<file path="src/rtl/giraffe_cfg_pkg.sv">
// Shared types and constants for the SPI configuration loader: FSM states,
// error codes and the default header byte values.
package giraffe_cfg_pkg;

    typedef enum logic [2:0] {
        ST_IDLE       = 3'd0,
        ST_RX_PAYLOAD = 3'd1,
        ST_RX_CSUM    = 3'd2,
        ST_ISSUE      = 3'd3,
        ST_WAIT_LO    = 3'd4,
        ST_WAIT_HI    = 3'd5
    } cfg_state_e;

    localparam logic [1:0] ERR_NONE = 2'd0;
    localparam logic [1:0] ERR_CSUM = 2'd1;
    localparam logic [1:0] ERR_GAP  = 2'd2;
    localparam logic [1:0] ERR_CSN  = 2'd3;

    localparam logic [7:0] HDR_CFG_DEF = 8'hA5;
    localparam logic [7:0] HDR_RST_DEF = 8'h5A;

endpackage

</file>
<file path="src/rtl/spi_cfg_loader_timeout_ctr.sv">
// cfg_timeout_ctr: loadable down-counter. expire_o flags the last enabled
// cycle before the count runs out; a load in the same cycle always wins.
module cfg_timeout_ctr #(
    parameter int unsigned LOAD_VAL = 4000,
    parameter int unsigned WIDTH    = $clog2(LOAD_VAL + 1)
) (
    input  logic clk_i,
    input  logic rst_i,
    input  logic load_i,
    input  logic en_i,
    output logic expire_o
);

    localparam logic [WIDTH-1:0] LOAD_Q = WIDTH'(LOAD_VAL);
    localparam logic [WIDTH-1:0] ONE_Q  = WIDTH'(1);

    logic [WIDTH-1:0] cnt_q;
    logic [WIDTH-1:0] cnt_d;

    // Next count: reload, count down while enabled, saturate at zero.
    always_comb begin
        cnt_d = cnt_q;
        if (load_i) begin
            cnt_d = LOAD_Q;
        end else if (en_i && (cnt_q != '0)) begin
            cnt_d = cnt_q - ONE_Q;
        end else begin
            cnt_d = cnt_q;
        end
    end

    // Count register.
    always_ff @(posedge clk_i) begin
        if (rst_i) begin
            cnt_q <= '0;
        end else begin
            cnt_q <= cnt_d;
        end
    end

    assign expire_o = en_i && !load_i && (cnt_q <= ONE_Q);

endmodule

</file>
<file path="src/rtl/spi_cfg_loader.sv">
// spi_cfg_loader: assembles UART bytes into configuration frames and issues one SPI write per good frame.
// Build option CFG_CHECKSUM_EN appends and verifies an XOR checksum byte after the payload.
module spi_cfg_loader
    import giraffe_cfg_pkg::*;
#(
    parameter int unsigned              SPI_N_BIT     = 96,
    parameter int unsigned              UART_NUM_DATA = 8,
    parameter logic [UART_NUM_DATA-1:0] HDR_CFG       = HDR_CFG_DEF,
    parameter logic [UART_NUM_DATA-1:0] HDR_RST       = HDR_RST_DEF,
    parameter int unsigned              GAP_TIMEOUT   = 4000,
    parameter int unsigned              CSN_TIMEOUT   = 256
) (
    input  logic                     clk_i,
    input  logic                     rst_i,
    input  logic [UART_NUM_DATA-1:0] uart_rdata_i,
    input  logic                     uart_vld_i,
    input  logic                     spi_csn_i,
    output logic                     spi_wreq_o,
    output logic [SPI_N_BIT-1:0]     spi_wdata_o,
    output logic                     cfg_busy_o,
    output logic                     cfg_done_o,
    output logic                     cfg_err_o,
    output logic [1:0]               err_code_o,
    output logic                     adc_rst_req_o,
    output logic [7:0]               frame_cnt_o
);

    localparam int unsigned      NBYTES   = SPI_N_BIT / UART_NUM_DATA;
    localparam int unsigned      IDX_W    = $clog2(NBYTES + 1);
    localparam logic [IDX_W-1:0] IDX_LAST = IDX_W'(NBYTES - 1);
    localparam logic [IDX_W-1:0] IDX_ONE  = IDX_W'(1);

    cfg_state_e               state_q, state_d;
    logic [IDX_W-1:0]         idx_q, idx_d;
    logic [SPI_N_BIT-1:0]     shadow_q, shadow_d;
    logic [SPI_N_BIT-1:0]     wdata_q, wdata_d;
    logic                     wreq_q, wreq_d;
    logic                     busy_q, busy_d;
    logic                     done_q, done_d;
    logic                     err_q, err_d;
    logic [1:0]               err_code_q, err_code_d;
    logic                     adc_rst_q, adc_rst_d;
    logic [7:0]               frame_cnt_q, frame_cnt_d;
    logic [SPI_N_BIT-1:0]     shadow_shift_s;
    logic                     gap_load_s, gap_en_s, gap_expire_s;
    logic                     csn_load_s, csn_en_s, csn_expire_s;

`ifdef CFG_CHECKSUM_EN
    logic [UART_NUM_DATA-1:0] csum_q, csum_d;

    function automatic logic [UART_NUM_DATA-1:0] csum_step(
        input logic [UART_NUM_DATA-1:0] acc,
        input logic [UART_NUM_DATA-1:0] data
    );
        return acc ^ data;
    endfunction
`endif

    // First payload byte ends up in the MSBs after NBYTES shifts.
    assign shadow_shift_s = {shadow_q[SPI_N_BIT-UART_NUM_DATA-1:0], uart_rdata_i};

    cfg_timeout_ctr #(.LOAD_VAL(GAP_TIMEOUT)) u_gap_ctr (
        .clk_i    (clk_i),
        .rst_i    (rst_i),
        .load_i   (gap_load_s),
        .en_i     (gap_en_s),
        .expire_o (gap_expire_s)
    );

    // Loaded while ISSUE is active so the count starts the cycle after spi_wreq.
    cfg_timeout_ctr #(.LOAD_VAL(CSN_TIMEOUT - 1)) u_csn_ctr (
        .clk_i    (clk_i),
        .rst_i    (rst_i),
        .load_i   (csn_load_s),
        .en_i     (csn_en_s),
        .expire_o (csn_expire_s)
    );

    // Frame FSM next-state and next-output logic.
    always_comb begin
        state_d     = state_q;
        idx_d       = idx_q;
        shadow_d    = shadow_q;
        wdata_d     = wdata_q;
        wreq_d      = 1'b0;
        done_d      = 1'b0;
        err_d       = 1'b0;
        err_code_d  = err_code_q;
        adc_rst_d   = 1'b0;
        frame_cnt_d = frame_cnt_q;
        gap_load_s  = 1'b0;
        gap_en_s    = 1'b0;
        csn_load_s  = 1'b0;
        csn_en_s    = 1'b0;
`ifdef CFG_CHECKSUM_EN
        csum_d      = csum_q;
`endif
        case (state_q)
            ST_IDLE: begin
                if (uart_vld_i && (uart_rdata_i == HDR_CFG)) begin
                    state_d    = ST_RX_PAYLOAD;
                    idx_d      = '0;
                    gap_load_s = 1'b1;
`ifdef CFG_CHECKSUM_EN
                    csum_d     = '0;
`endif
                end else if (uart_vld_i && (uart_rdata_i == HDR_RST)) begin
                    adc_rst_d = 1'b1;
                end else begin
                    state_d = ST_IDLE;
                end
            end
            ST_RX_PAYLOAD: begin
                gap_en_s = 1'b1;
                if (uart_vld_i) begin
                    gap_load_s = 1'b1;
                    shadow_d   = shadow_shift_s;
`ifdef CFG_CHECKSUM_EN
                    csum_d     = csum_step(csum_q, uart_rdata_i);
`endif
                    if (idx_q == IDX_LAST) begin
`ifdef CFG_CHECKSUM_EN
                        state_d = ST_RX_CSUM;
`else
                        state_d = ST_ISSUE;
                        wreq_d  = 1'b1;
                        wdata_d = shadow_shift_s;
`endif
                    end else begin
                        idx_d = idx_q + IDX_ONE;
                    end
                end else if (gap_expire_s) begin
                    state_d    = ST_IDLE;
                    err_d      = 1'b1;
                    err_code_d = ERR_GAP;
                end else begin
                    state_d = ST_RX_PAYLOAD;
                end
            end
`ifdef CFG_CHECKSUM_EN
            ST_RX_CSUM: begin
                gap_en_s = 1'b1;
                if (uart_vld_i && (uart_rdata_i == csum_q)) begin
                    state_d = ST_ISSUE;
                    wreq_d  = 1'b1;
                    wdata_d = shadow_q;
                end else if (uart_vld_i) begin
                    state_d    = ST_IDLE;
                    err_d      = 1'b1;
                    err_code_d = ERR_CSUM;
                end else if (gap_expire_s) begin
                    state_d    = ST_IDLE;
                    err_d      = 1'b1;
                    err_code_d = ERR_GAP;
                end else begin
                    state_d = ST_RX_CSUM;
                end
            end
`endif
            ST_ISSUE: begin
                csn_load_s = 1'b1;
                state_d    = ST_WAIT_LO;
            end
            ST_WAIT_LO: begin
                csn_en_s = spi_csn_i;
                if (!spi_csn_i) begin
                    state_d = ST_WAIT_HI;
                end else if (csn_expire_s) begin
                    state_d    = ST_IDLE;
                    err_d      = 1'b1;
                    err_code_d = ERR_CSN;
                end else begin
                    state_d = ST_WAIT_LO;
                end
            end
            ST_WAIT_HI: begin
                if (spi_csn_i) begin
                    state_d     = ST_IDLE;
                    done_d      = 1'b1;
                    frame_cnt_d = frame_cnt_q + 8'd1;
                end else begin
                    state_d = ST_WAIT_HI;
                end
            end
            default: begin
                state_d = ST_IDLE;
            end
        endcase
        busy_d = (state_d != ST_IDLE);
    end

    // State and registered outputs.
    always_ff @(posedge clk_i) begin
        if (rst_i) begin
            state_q     <= ST_IDLE;
            idx_q       <= '0;
            shadow_q    <= '0;
            wdata_q     <= '0;
            wreq_q      <= 1'b0;
            busy_q      <= 1'b0;
            done_q      <= 1'b0;
            err_q       <= 1'b0;
            err_code_q  <= ERR_NONE;
            adc_rst_q   <= 1'b0;
            frame_cnt_q <= 8'd0;
`ifdef CFG_CHECKSUM_EN
            csum_q      <= '0;
`endif
        end else begin
            state_q     <= state_d;
            idx_q       <= idx_d;
            shadow_q    <= shadow_d;
            wdata_q     <= wdata_d;
            wreq_q      <= wreq_d;
            busy_q      <= busy_d;
            done_q      <= done_d;
            err_q       <= err_d;
            err_code_q  <= err_code_d;
            adc_rst_q   <= adc_rst_d;
            frame_cnt_q <= frame_cnt_d;
`ifdef CFG_CHECKSUM_EN
            csum_q      <= csum_d;
`endif
        end
    end

    assign spi_wreq_o    = wreq_q;
    assign spi_wdata_o   = wdata_q;
    assign cfg_busy_o    = busy_q;
    assign cfg_done_o    = done_q;
    assign cfg_err_o     = err_q;
    assign err_code_o    = err_code_q;
    assign adc_rst_req_o = adc_rst_q;
    assign frame_cnt_o   = frame_cnt_q;

endmodule
</file>
<file path="config.mk">
export PLATFORM = sky130hd
export DESIGN_NAME = spi_cfg_loader
export DESIGN_NICKNAME = d
export VERILOG_FILES = /design/src/rtl/giraffe_cfg_pkg.sv /design/src/rtl/spi_cfg_loader_timeout_ctr.sv /design/src/rtl/spi_cfg_loader.sv
export SDC_FILE = /design/constraint.sdc
export NUM_CORES = 1
export LEC_CHECK = 0
export BUFFER_PORTS_ARGS = -buffer_cell sky130_fd_sc_hd__buf_2
export CORE_UTILIZATION = 50
export DETAILED_ROUTE_END_ITERATION = 10
export PLACE_DENSITY = 0.81
export SETUP_SLACK_MARGIN = 0.5
export SLEW_MARGIN = 20
export SYNTH_ARGS = -nofsm -noshare
export SYNTH_HDL_FRONTEND = slang
export SYNTH_SLANG_ARGS = --single-unit
</file>
<file path="constraint.sdc">
create_clock -name clk_i -period 6.5 [get_ports clk_i]
set_input_delay 0.975 -clock clk_i [delete_from_list [all_inputs] [get_ports clk_i]]
set_output_delay 0.975 -clock clk_i [all_outputs]
set_load 0.01 [all_outputs]
</file>
==> results.ini <==
[logic_synthesis]
synth_ff_type=dfxtp_1
synthArstFlopShare_pct=0
synth.distinct_cells=51
netlist_instances=1050
ys_seq_area_share_pct=53.6
ys_seq_elements=226
synth_top_area_share_pct=53.6
syn-num-nets=1070
synth_area_leaders=dfxtp_1 (54%), nand2_1 (17%), a21oi_1 (12%)
yosysTopAreaCell=dfxtp_1
syn-cell-area_mm2=0.00845
syn-mean-instance-area_um2=8.04
synth_edf_count=0
ys_warn_count=0

[clocking]
cts.sinks=226
clk_latency_ns=0.51
clk_pin_slew_ns=0.06
cts_hold_repair.buffers=0
cts_setup_buffers=0
root_buffer=clkbuf_16
clockBufferDepth=3
cts_buffers=24
cts_tree=done
htree_levels=1
postCtsResizedCells=0

[flow_run]
cap_violations=0

[layout]
fin_nets=1148
antenna_cells=0
layout_commonest_cell=nand2_1
nFillCells=1456
areaGrowthSynthToFinish_pct=17.3
most-common-layout-cells=nand2_1 (381), dfxtp_1 (226), a21oi_1 (195)
final_layout_size_suffix_gt1_share_pct=15.6

[pwr]
ir_drop_v=0.000215
leakage_nw=3.66
finalPower_mw=2.74
p_per_area_mw_per_mm2=277

[floorplanning]
die_w_um=132
io_pins=123
die_height_um=132
die_area_mm2=0.0174
placementRows=47
coreArea_mm2=0.0165
start_util_pct=51.1

[worst_setup_path]
worst_r2r_startpoint=state_q[0]
crit_path_start_kind=flop
path_max_fanout=93
worstRegToRegCells=6
rr_endpoint=spi_wdata_o[39]
crit_type=flop to flop
critPathRequiredTime_ns=6.92
r2r_slack_ns=3.54
cp-end-kind=flop
critical_path_arrival_ns=3.38

[routing]
drt_iter0_drc=539
antenna_left=0
viasPerCell=5.39
routedWlPerCell_um=14.0
wl_met2_mm=8.96
m1WireLength_mm=8.72
drc_errors=0
dr.pass1.iters=5
drt_wl_total_mm=19.1
highest-signal-layer=met4
met3_length_mm=1.11
vias=7356

[global_routing]
gr-total-overflow=0
antenna_found_initial=0
grt_max_degree=139
grt_pass1_wl_mm=31.8
gr-usage-all-layers_pct=21.6
grt_pass1_vias=6623

[hold_path]
hold_path_depth=2
holdPathEnd=spi_wdata_o[89]
worstHoldStart=spi_wdata_o[89]
min-delay-path-class=flop to flop

[sta]
maxSlewHeadroom_pct=31.7
hold_violations=0
fin_crit_ns=2.96
min_period_over_period_pct=45.5
setup_tns_ns=0
rsz0062_at_grt=no
slew_viol_final=0
clock-skew-final_ns=0.00932
timing.fmax_mhz=338
tightest_slew_ns=1.02
setup_viol=0

[placed_design]
detailed_place_hpwl_mm=11.9
port-buffer-count=122
gp_congestion=0.821

[run_status]
status=completed

metal layers:
| metal | GRT usage [%] | vias up |
|---|---|---|
| met1 | 29.4 | 3458 |
| met3 | 4.04 | 26 |
| met5 | 0 | - |
| met4 | 6.20 | 0 |
| li1 | - | 3667 |
| met2 | 35.1 | 205 |
report_power, final:
| part | internal [mW] | total [mW] | switching, mW |
|---|---|---|---|
| Combinational | 0.00650 | 0.0347 | 0.0282 |
| Sequential | 1.39 | 1.39 | 0.000236 |
| Clock | 0.786 | 1.32 | 0.536 |
| Total | 2.18 | 2.74 | 0.564 |
worst max path at each step:
stage / start / to / slack, ns / cells past startpoint
5_1_grt: state_q[0] / spi_wdata_o[51] / 3.24 / 6
6_report: state_q[0] / spi_wdata_o[39] / 3.54 / 6
2_1_floorplan: uart_rdata_i[1] / u_gap_ctr.cnt_q[9] / 4.05 / 5
3_3_place_gp: uart_vld_i / spi_wdata_o[67] / 3.13 / 6
4_1_cts: state_q[1] / spi_wdata_o[54] / 3.42 / 5
3_5_place_dp: uart_vld_i / spi_wdata_o[85] / 3.08 / 6
final cells by class:
type / instances / area, um2 / share of cell area (%)
tap: 220 / 275 / 2.78
clock buffer: 32 / 651 / 6.56
clock inverter: 12 / 124 / 1.25
multi-input combinational: 739 / 3630 / 36.6
inverter: 9 / 33.8 / 0.341
sequential: 226 / 4520 / 45.6
timing repair buffer: 128 / 674 / 6.80
stage by stage:
stage | utilization [%] | hold slack, ns | worst slack (ns) | std cells | instance area [um2]
final | 60.0 | 0.449 | 3.54 | 1366 | 9910
after floorplan | - | 0.432 | 4.05 | 1050 | 8450
after detailed placement | 55.1 | 0.443 | 3.08 | 1321 | 9110
after CTS | 59.8 | 0.451 | 3.42 | 1365 | 9880
after global routing | 60.0 | 0.467 | 3.24 | 1366 | 9910
after global placement | 55.1 | 0.441 | 3.13 | 1321 | 9110
Yosys cell counts, types with 6 or more instances:
cell,count
a31oi_1,7
a21oi_1,195
nand2_1,381
or4_1,8
o21ai_0,6
dfxtp_1,226
ha_1,8
nand3b_1,6
nand4_1,6
nor2_1,22
or3_1,7
clkbuf_1,71
nor3_1,17
inv_1,9
flip-flops by register name, indices dropped and copies added, names as in the netlist:
register	cells
u_csn_ctr.cnt_q	8
idx_q	4
cfg_err_o	1
cfg_busy_o	1
spi_wreq_o	1
frame_cnt_o	8
shadow_q	88
state_q	3
cfg_done_o	1
u_gap_ctr.cnt_q	12
err_code_o	2
spi_wdata_o	96
adc_rst_req_o	1
critical path: stages, from the launching register on:
cell	delay, ns
dfxtp_1	0.61
nand4bb_4	0.13
buf_4	0.40
nor2_4	0.69
buf_4	0.62
nand2_1	0.12
a21oi_1	0.17
cell families after synthesis:
| kind of cell | synth area share [%] |
|---|---|
| buf+inv | 3.93 |
| xor+xnor | 0.933 |
| flops | 53.6 |
| fa+ha+maj | 1.19 |
| compound gates | 15.3 |
| mux | 0.237 |
| simple gates | 24.9 |
Power figures use the tool's default switching activity.
